File: src/rtl/sort_pe.sv
`default_nettype none
// +------------------------------------------------------------------------+
// | sort_pe : odd-even transposition sorter processing element with a     |
// |           neighbour exchange port and a 4-stage compare-and-swap.      |
// | Revision: 1.0                                                          |
// +------------------------------------------------------------------------+
module sort_pe #(
  parameter int FIX_POINT_WIDTH = 16,
  parameter bit SIGNED          = 1'b1,
  parameter bit ASCENDING       = 1'b1
) (
  input  logic                       clk,
  input  logic                       rst,
  input  logic                       load_en,
  input  logic [FIX_POINT_WIDTH-1:0] load_data,
  input  logic                       send_l,
  input  logic                       send_r,
  input  logic                       recv_l,
  input  logic                       recv_r,
  input  logic                       cmp_en,
  input  logic [FIX_POINT_WIDTH-1:0] left_in,
  input  logic [FIX_POINT_WIDTH-1:0] right_in,
  input  logic                       left_in_valid,
  input  logic                       right_in_valid,
  output logic [FIX_POINT_WIDTH-1:0] left_out,
  output logic [FIX_POINT_WIDTH-1:0] right_out,
  output logic                       left_out_valid,
  output logic                       right_out_valid,
  output logic [FIX_POINT_WIDTH-1:0] data_out,
  output logic                       cmp_done,
  output logic                       swap_flag,
  output logic [15:0]                swap_cnt,
  output logic                       proto_err
);

  typedef enum logic [2:0] {
    C_IDLE = 3'd0,
    C_CAP  = 3'd1,
    C_SUB  = 3'd2,
    C_WB   = 3'd3,
    C_WAIT = 3'd4
  } cstate_e;

  cstate_e                    state_q, state_d;
  logic [FIX_POINT_WIDTH-1:0] val_q, val_d, nbr_q, nbr_d;
  logic [FIX_POINT_WIDTH-1:0] op_a_q, op_a_d, op_b_q, op_b_d;
  logic [FIX_POINT_WIDTH:0]   diff_q, diff_d;
  logic                       nbr_valid_q, nbr_valid_d;
  logic                       cmp_done_q, cmp_done_d;
  logic                       swap_flag_q, swap_flag_d;
  logic [15:0]                swap_cnt_q, swap_cnt_d;
  logic                       proto_err_q, proto_err_d;

  logic [FIX_POINT_WIDTH:0]   w_ext_a, w_ext_b;
  logic                       w_swap, w_recv_err;

  // One extra bit makes the subtraction exact for both signed and unsigned operands.
  assign w_ext_a    = SIGNED ? {op_a_q[FIX_POINT_WIDTH-1], op_a_q} : {1'b0, op_a_q};
  assign w_ext_b    = SIGNED ? {op_b_q[FIX_POINT_WIDTH-1], op_b_q} : {1'b0, op_b_q};
  assign w_swap     = nbr_valid_q &
                      (ASCENDING ? (~diff_q[FIX_POINT_WIDTH] & (|diff_q)) : diff_q[FIX_POINT_WIDTH]);
  assign w_recv_err = (recv_l & ~left_in_valid) | (recv_r & ~right_in_valid);

  always_comb begin
    state_d     = state_q;
    val_d       = val_q;
    nbr_d       = nbr_q;
    nbr_valid_d = nbr_valid_q;
    op_a_d      = op_a_q;
    op_b_d      = op_b_q;
    diff_d      = diff_q;
    cmp_done_d  = 1'b0;
    swap_flag_d = swap_flag_q;
    swap_cnt_d  = swap_cnt_q;
    proto_err_d = proto_err_q;

    case (state_q)
      C_IDLE: if (cmp_en) state_d = C_CAP;
      C_CAP: begin
        if (cmp_en) begin
          op_a_d  = val_q;
          op_b_d  = nbr_q;
          state_d = C_SUB;
        end else begin
          state_d = C_IDLE;
        end
      end
      C_SUB: begin
        if (cmp_en) begin
          diff_d  = w_ext_a - w_ext_b;
          state_d = C_WB;
        end else begin
          state_d = C_IDLE;
        end
      end
      C_WB: begin
        state_d    = C_WAIT;
        cmp_done_d = 1'b1;
        // A neighbour transfer landing on the writeback edge invalidates the compare.
        if (recv_l | recv_r) begin
          proto_err_d = 1'b1;
        end else begin
          swap_flag_d = w_swap;
          if (w_swap) begin
            val_d = op_b_q;
            nbr_d = op_a_q;
            if (swap_cnt_q != 16'hFFFF) swap_cnt_d = swap_cnt_q + 16'd1;
          end
        end
      end
      C_WAIT: if (!cmp_en) state_d = C_IDLE;
      default: state_d = C_IDLE;
    endcase

    if (send_r) nbr_valid_d = 1'b0;
    if (recv_l) val_d = left_in;
    if (recv_r) begin
      nbr_d       = right_in;
      nbr_valid_d = 1'b1;
    end
    if (w_recv_err) proto_err_d = 1'b1;

    if (load_en) begin
      val_d       = load_data;
      nbr_valid_d = 1'b0;
      swap_cnt_d  = 16'd0;
      swap_flag_d = 1'b0;
      cmp_done_d  = 1'b0;
      state_d     = C_IDLE;
    end
  end

  always_ff @(posedge clk or negedge rst) begin
    if (!rst) begin
      state_q     <= C_IDLE;
      val_q       <= '0;
      nbr_q       <= '0;
      nbr_valid_q <= 1'b0;
      op_a_q      <= '0;
      op_b_q      <= '0;
      diff_q      <= '0;
      cmp_done_q  <= 1'b0;
      swap_flag_q <= 1'b0;
      swap_cnt_q  <= 16'd0;
      proto_err_q <= 1'b0;
    end else begin
      state_q     <= state_d;
      val_q       <= val_d;
      nbr_q       <= nbr_d;
      nbr_valid_q <= nbr_valid_d;
      op_a_q      <= op_a_d;
      op_b_q      <= op_b_d;
      diff_q      <= diff_d;
      cmp_done_q  <= cmp_done_d;
      swap_flag_q <= swap_flag_d;
      swap_cnt_q  <= swap_cnt_d;
      proto_err_q <= proto_err_d;
    end
  end

  assign left_out        = val_q;
  assign right_out       = nbr_q;
  assign left_out_valid  = send_l;
  assign right_out_valid = send_r;
  assign data_out        = val_q;
  assign cmp_done        = cmp_done_q;
  assign swap_flag       = swap_flag_q;
  assign swap_cnt        = swap_cnt_q;
  assign proto_err       = proto_err_q;

endmodule
`default_nettype wire

File: config.mk
export PLATFORM = sky130hd
export DESIGN_NAME = sort_pe
export DESIGN_NICKNAME = d
export VERILOG_FILES = /design/src/rtl/sort_pe.sv
export SDC_FILE = /design/constraint.sdc
export NUM_CORES = 1
export LEC_CHECK = 0
export ABC_AREA = 1
export CAP_MARGIN = 20
export CORE_MARGIN = 1.5
export CORE_UTILIZATION = 40
export CTS_BUF_LIST = sky130_fd_sc_hd__clkbuf_2
export CTS_CLUSTER_DIAMETER = 60
export DETAILED_ROUTE_END_ITERATION = 8
export GPL_ROUTABILITY_DRIVEN = 0
export PLACE_DENSITY = 0.75
export SYNTH_ARGS = -nofsm -noshare
export SYNTH_HDL_FRONTEND = slang
export SYNTH_SLANG_ARGS = --single-unit
export TNS_END_PERCENT = 30
File: constraint.sdc
create_clock -name clk -period 1.9 [get_ports clk]
set_clock_uncertainty 0.05 [all_clocks]
set_input_delay 0.38 -clock clk [delete_from_list [all_inputs] [get_ports clk]]
set_output_delay 0.38 -clock clk [all_outputs]
set_load 0.03 [all_outputs]
==> results of run 1 <==
## flip-flops by register name, summed over array words and instances, names as in the netlist
register,cells
swap_cnt,16
proto_err,1
op_a_q,16
op_b_q,16
cmp_done,1
swap_flag,1
state_q,3
diff_q,17
data_out,16
nbr_valid_q,1
right_out,16
## routing by layer
layer  vias up  wire length [µm]
li1       2935                 -
met1      2721              7590
met2       164              8060
met3        28               834
met4         0               456
met5         -                 0
## stage by stage
step	util (%)	power (mW)	instance area (µm²)	setup TNS, ns	hold slack [ns]
after global placement	51.1	6.63	7740	0	0.188
final	53.2	8.01	8060	0	0.0803
after floorplan	-	5.49	6160	0	0.0344
after detailed placement	51.1	6.71	7740	0	0.189
after global routing	53.2	8.63	8060	-0.151	0.0701
after CTS	52.7	7.83	7990	-0.176	0.0531
## cells by family (layout without fill, tap and decap cells)
| group | count (synthesis) | after routing | share of synthesized area, % |
|---|---|---|---|
| fa+ha+maj | 18 | 18 | 3.78 |
| buf+inv | 142 | 289 | 10.3 |
| xor+xnor | 1 | 1 | 0.142 |
| mux | 14 | 14 | 2.56 |
| flops | 104 | 104 | 42.2 |
| compound gates | 114 | 114 | 9.54 |
| simple gates | 452 | 452 | 31.4 |
## cell type report
cell class	count	area share [%]
Clock buffer	9	0.559
Clock inverter	7	1.07
Inverter	96	4.49
Multi-Input combinational cell	599	37.4
Sequential cell	104	32.4
Tap cell	188	2.92
Timing Repair Buffer	177	21.1
## cell usage in the layout (no fill, tap or decap), types with 2 or more instances in the layout
| master | instances |
|---|---|
| clkdlybuf4s15_1 | 3 |
| a21oi_1 | 26 |
| nand3_2 | 4 |
| mux2_2 | 14 |
| nor2_1 | 66 |
| dlygate4sd2_1 | 5 |
| o211ai_1 | 3 |
| nand2_1 | 285 |
| nor2_4 | 5 |
| clkdlybuf4s50_1 | 55 |
| ha_1 | 8 |
| nand4_1 | 6 |
| a21oi_2 | 3 |
| nand2_4 | 4 |
| buf_2 | 9 |
| inv_2 | 3 |
| nand3_4 | 3 |
| or2_2 | 4 |
| nand3b_1 | 3 |
| nand2_2 | 8 |
| nand3_1 | 53 |
| o21ai_0 | 75 |
| buf_12 | 6 |
| and2_1 | 2 |
| o21bai_1 | 2 |
| o21ai_1 | 3 |
| dfrtp_2 | 9 |
| nor3_1 | 5 |
| bufinv_16 | 2 |
| buf_4 | 48 |
| clkinv_2 | 4 |
| ha_2 | 8 |
| clkbuf_2 | 12 |
| dfrtp_1 | 95 |
| clkdlybuf4s15_2 | 47 |
| inv_1 | 92 |
## where the power goes
part	switching, mW	total (mW)	internal (mW)
Sequential	0.382	3.07	2.68
Clock	0.750	1.17	0.423
Combinational	2.25	3.77	1.52
## worst paths after layout
check | from | end | slack [ns] | cells after the start
hold reg to reg | state_q[0] | state_q[0] | 0.44 | 1
setup / recovery | right_out[6] | right_out[6] | 0.02 | 1
hold / removal | rst | data_out[14] | 0.08 | 2
max in group asynchronous | rst | right_out[7] | 1.13 | 3
setup reg to reg | op_b_q[0] | diff_q[8] | 0.10 | 11
min in group clk | right_in[0] | right_out[0] | 0.28 | 3
## what timing repair did
item	in CTS	in global routing
pin swaps	0	5
endpoints found under the setup margin	67	52
resized for setup	188	55
buffers inserted	7	5
hold buffers	1	0
hold endpoints to repair	104	0
==> results.rst, run 1 <==
.. list-table::
   :header-rows: 1

   * - Metric
     - Value
   * - Count of non-filler cells in the finished layout
     - 1180
   * - Final Routed Wirelength
     - 16900 µm
   * - Minimum clock period
     - 1.88 ns
   * - Final nets
     - 1063
   * - Count of filler cells inserted in the layout
     - 1424
   * - Maximum count of clock buffers along a single path
     - 2
   * - Worst-path maximum fanout
     - 3
   * - Clock tree sinks
     - 104
   * - Worst skew pair latency
     - 0.61 ns
   * - Total clock buffers created by CTS
     - 9
   * - CTS clk-pin slew, worst paths
     - 0.26 ns
   * - Cell count after synthesis
     - 845
   * - Leading post-synthesis cells by instance count
     - nand2_1, dfrtp_1, inv_1
   * - Yosys reg bits
     - 104
   * - Result of the run
     - finished clean
   * - Number of different library cells in the post-synthesis netlist
     - 36
   * - Sequential area share after synthesis
     - 42.2%
   * - Family with the most delay on the worst path
     - flip-flops
   * - HPWL after detailed placement
     - 13000 µm
   * - Count of unresolved DRC violations after routing
     - 0
   * - Storage cell area
     - 0.00261 mm²
   * - GRT met3 Usage
     - 2.51%
   * - Total die area
     - 0.0162 mm²
   * - Crit path launch type
     - flop
   * - Cell accounting for the most synthesized area
     - dfrtp_1
   * - Post-route ant nets
     - 0
   * - Cells along the critical path
     - clkdlybuf4s15_2
   * - Total iterations of the first detailed-routing run
     - 5
   * - H-Tree Level Count
     - 3
   * - Area share of the largest cell type after synthesis
     - 42.2%
   * - Worst Hold Class
     - input pin to async pin
   * - Die Span X
     - 127 µm
   * - Starting Density
     - 40.7%
   * - Share of cells above drive strength 1
     - 20.1%
   * - Number of synthesized flops with an enable pin
     - 0
   * - CTS Root Buffer Type
     - clkbuf_2
   * - Final Hold Violating Endpoints
     - 0
   * - Boundary pin count
     - 127
   * - Number of antenna violations at the first check in global routing
     - 0
   * - Syn_nets
     - 921
   * - Setup slack of the critical path after layout
     - 0.0248 ns
   * - Worst Setup Slack post-DPL
     - 0.0112 ns
   * - Mean instance size in the synthesized netlist
     - 7.30 µm²
   * - Overall Global Routing Usage
     - 21.5%
   * - Clock tree from TritonCTS
     - built
   * - Number of inserted diodes
     - 0
   * - Worst ir drop on vdd
     - 0.000365 V
   * - Critical path's largest stage delay
     - 0.52 ns
   * - Transition time of the tightest slew-check pin
     - 0.325 ns
   * - Relative area change from synthesis to final layout
     - 30.7%
   * - Vertical die dimension
     - 127 µm
   * - Number of warnings reported in the yosys synthesis log
     - 0
   * - Setup crit end kind
     - primary output
   * - Async set or reset register ratio after synthesis
     - 100%
   * - Post-detailed-route wirelength per cell
     - 14.4 µm
   * - Worst Setup Path Type
     - flop to primary output
   * - Most heavily used metal layer in global routing
     - met2
   * - Static Leakage
     - 3.98 nW
   * - Final worst-path cycle share
     - 98.7%
   * - Prevailing post-synth register cell
     - dfrtp_1
   * - Core Area
     - 0.0151 mm²
   * - Row cnt
     - 45
   * - Pin count of the biggest net entering global routing
     - 46
   * - Power density over the cells
     - 994 mW/mm²
   * - Critical path data required time
     - 1.47 ns
   * - Via count of the first global-routing pass
     - 5624
   * - # setup viols final
     - 0
   * - Overflow after GRT
     - 0
   * - CP arrival
     - 1.45 ns
   * - Number of placed cells counting well taps
     - 1151
   * - Setup repair after global routing missed its margin
     - true
   * - First-pass GRT wire length
     - 27600 µm
   * - M1 GR Usage
     - 29.2%
   * - Quantity of I/O buffers inserted on ports
     - 124
   * - Global-route track usage on met2
     - 35.3%
   * - Final Max Tran Viols
     - 0
   * - Initial DRC Count
     - 324
   * - Sum of buffers and inverters on the critical path
     - 1
   * - Worst slew margin
     - 78.3%
   * - Maximum clock rate
     - 0.533 GHz
   * - Most common cell in the netlist
     - nand2_1
   * - Cell types occupying the most area after synthesis
     - dfrtp_1, nand2_1, o21ai_0
   * - Vias per cell
     - 4.96
   * - Multi-input combinational cell area
     - 0.00301 mm²
   * - Number of vias in the routed layout
     - 5848
   * - Netlist area before placement
     - 0.00616 mm²
   * - Crit-path slowest cell
     - dfrtp_1
   * - Max cap viols
     - 0
Power figures use the tool's default switching activity.
==> run 2: changes to the inputs <==
--- a/config.mk
+++ b/config.mk
@@ -7,13 +7,15 @@
 export LEC_CHECK = 0
 export ABC_AREA = 1
 export CAP_MARGIN = 20
+export CELL_PAD_IN_SITES_DETAIL_PLACEMENT = 1
+export CELL_PAD_IN_SITES_GLOBAL_PLACEMENT = 2
 export CORE_MARGIN = 1.5
-export CORE_UTILIZATION = 40
+export CORE_UTILIZATION = 30
 export CTS_BUF_LIST = sky130_fd_sc_hd__clkbuf_2
 export CTS_CLUSTER_DIAMETER = 60
 export DETAILED_ROUTE_END_ITERATION = 8
 export GPL_ROUTABILITY_DRIVEN = 0
-export PLACE_DENSITY = 0.75
+export PLACE_DENSITY = 0.93
 export SYNTH_ARGS = -nofsm -noshare
 export SYNTH_HDL_FRONTEND = slang
 export SYNTH_SLANG_ARGS = --single-unit
==> run 2 against run 1 <==
Hold slack better by 0.0013 ns. Wire length up 24%. Die area up 32%. Largest power group unchanged. Cell area up 2.0%. Register-to-register slack about the same. Critical endpoint is now data_out[5].
==> results.rst, run 2 (same netlist as run 1, synthesis figures left out) <==
.. list-table::
   :header-rows: 1

   * - Metric
     - Value
   * - Result of the run
     - finished clean
   * - Total clock buffers created by CTS
     - 9
   * - Most common cell after layout, fill and taps aside
     - nand2_1
   * - Worst Setup Path Type
     - flop to primary output
   * - Max reg flops
     - 17
   * - Total die area
     - 0.0214 mm²
   * - Number of antenna violations at the first check in global routing
     - 0
   * - Share of total power in sequential cells
     - 36.6%
   * - Post-route ant nets
     - 0
   * - CTS clk-pin slew, worst paths
     - 0.29 ns
   * - Post-detailed-route wirelength per cell
     - 16.5 µm
   * - H-Tree Level Count
     - 3
   * - Most frequent cells in the layout
     - nand2_1, dfrtp_1, inv_1
   * - Final sum of negative setup slack
     - 0 ns
   * - Final nets
     - 1074
   * - Number of vias in the routed layout
     - 5974
   * - Core Area
     - 0.0202 mm²
   * - Clock tree from TritonCTS
     - built
   * - Vertical die dimension
     - 146 µm
   * - Final Routed Wirelength
     - 21000 µm
   * - Die Span X
     - 146 µm
   * - Worst slew margin
     - 77.3%
   * - Internal power contribution
     - 4.78 mW
   * - Final Max Tran Viols
     - 0
   * - Sum of buffers and inverters on the critical path
     - 1
   * - Worst skew pair latency
     - 0.65 ns
   * - Switching pwr
     - 3.62 mW
   * - Share of the core filled with cells in the final layout
     - 40.8%
   * - Vias per cell
     - 4.69
   * - Clock share of power
     - 14.8%
   * - Clock tree sinks
     - 104
   * - CP arrival
     - 1.47 ns
   * - Setup repair after global routing missed its margin
     - true
   * - Max cap viols
     - 0
   * - Worst Hold Class
     - input pin to async pin
   * - Register bank with the most flops
     - diff_q
   * - Minimum clock period
     - 1.90 ns
   * - Transition time of the tightest slew-check pin
     - 0.341 ns
   * - # setup viols final
     - 0
   * - HPWL after detailed placement
     - 15900 µm
   * - Critical path data required time
     - 1.47 ns
   * - Family with the most delay on the worst path
     - flip-flops
   * - Boundary pin count
     - 127
   * - Quantity of I/O buffers inserted on ports
     - 124
   * - Critical path's largest stage delay
     - 0.50 ns
   * - CTS Root Buffer Type
     - clkbuf_2
   * - Number of inserted diodes
     - 0
   * - Share of cells above drive strength 1
     - 22.8%
   * - Final worst-path cycle share
     - 99.9%
   * - Initial DRC Count
     - 236
   * - Combinational power share
     - 48.6%
   * - Power density over the cells
     - 1020 mW/mm²
   * - Crit-path slowest cell
     - dfrtp_1
   * - Crit path launch type
     - flop
   * - Pin count of the biggest net entering global routing
     - 50
   * - Total iterations of the first detailed-routing run
     - 6
   * - Maximum count of clock buffers along a single path
     - 2
   * - Final Hold Violating Endpoints
     - 0
   * - Worst-path maximum fanout
     - 4
   * - Overflow after GRT
     - 0
   * - Cells along the critical path
     - clkdlybuf4s15_2
   * - Via count of the first global-routing pass
     - 6342
   * - Overall Global Routing Usage
     - 20.1%
   * - Static Leakage
     - 4.05 nW
   * - First-pass GRT wire length
     - 33900 µm
   * - Count of unresolved DRC violations after routing
     - 0
   * - Row cnt
     - 52
   * - Proportion of total power due to net switching
     - 43.1%
   * - Count of filler cells inserted in the layout
     - 2571
   * - Relative area change from synthesis to final layout
     - 33.4%
   * - Starting Density
     - 30.6%
   * - Setup crit end kind
     - primary output
   * - Maximum clock rate
     - 0.527 GHz
   * - Worst ir drop on vdd
     - 0.000297 V
## run 2: cell count changes in the layout (fill, tap and decap cells not counted), moves of 2 or more
| cell | change |
|---|---|
| nand2_1 | -7 |
| buf_12 | +3 |
| clkdlybuf4s15_2 | -21 |
| nand2_2 | +8 |
| ha_1 | -4 |
| ha_2 | -2 |
| buf_4 | +7 |
| dlygate4sd2_1 | -5 |
| buf_2 | +28 |
| ha_4 | +6 |
| clkdlybuf4s15_1 | -2 |
## run 2: timing repair
action	in CTS	in global routing
endpoints found under the setup margin	68	48
pin swaps	0	7
cloned	0	1
hold buffers	1	0
hold endpoints to repair	104	0
buffers inserted	18	2
gates resized for setup	269	60
## run 2: routing by layer
| metal | wire length, µm | GRT usage [%] | up-vias |
|---|---|---|---|
| met2 | 10100 | 33.5 | 101 |
| met4 | 357 | 6.11 | 0 |
| met3 | 1000 | 3.31 | 22 |
| li1 | - | - | 2954 |
| met1 | 9540 | 26.8 | 2897 |
| met5 | 0 | 0 | - |
## run 2: power groups by stage
stage | Sequential [mW] | Combinational [mW] | Clock (mW)
floorplan | 3.19 | 2.30 | 0
global placement | 3.07 | 3.77 | 0
detailed placement | 3.09 | 3.85 | 0
CTS | 3.04 | 3.82 | 1.28
global route | 3.14 | 4.62 | 1.36
finish | 3.07 | 4.09 | 1.25
## run 2: final timing paths
check,start,to,slack (ns),cells after the start
hold reg to reg,state_q[0],state_q[0],0.43,1
min in group clk,right_in[0],right_out[0],0.24,3
hold / removal,rst,right_out[10],0.08,2
setup reg to reg,op_b_q[7],diff_q[8],0.09,10
setup / recovery,data_out[5],data_out[5],0.002,1
max in group asynchronous,rst,data_out[2],1.10,3
## run 2: final cells by class
| cell class | instances | area, µm² | area share, % |
|---|---|---|---|
| Sequential cell | 104 | 2620 | 31.8 |
| Timing Repair Buffer | 187 | 1660 | 20.2 |
| Inverter | 96 | 362 | 4.40 |
| Multi-Input combinational cell | 600 | 3110 | 37.9 |
| Clock inverter | 6 | 82.6 | 1.00 |
| Clock buffer | 10 | 50.0 | 0.609 |
| Tap cell | 270 | 338 | 4.11 |
## run 2: metrics by stage
step / area, µm² / hold slack, ns / worst slack [ns] / power [mW] / instances
final: 8220 / 0.0817 / 0.00190 / 8.40 / 1273
after global routing: 8220 / 0.0796 / -0.0620 / 9.11 / 1273
after CTS: 8070 / 0.0502 / -0.100 / 8.14 / 1270
after detailed placement: 7890 / 0.256 / -0.000668 / 6.94 / 1235
after global placement: 7890 / 0.262 / 0.0200 / 6.84 / 1235
after floorplan: 6160 / 0.0344 / 0.0578 / 5.49 / 845
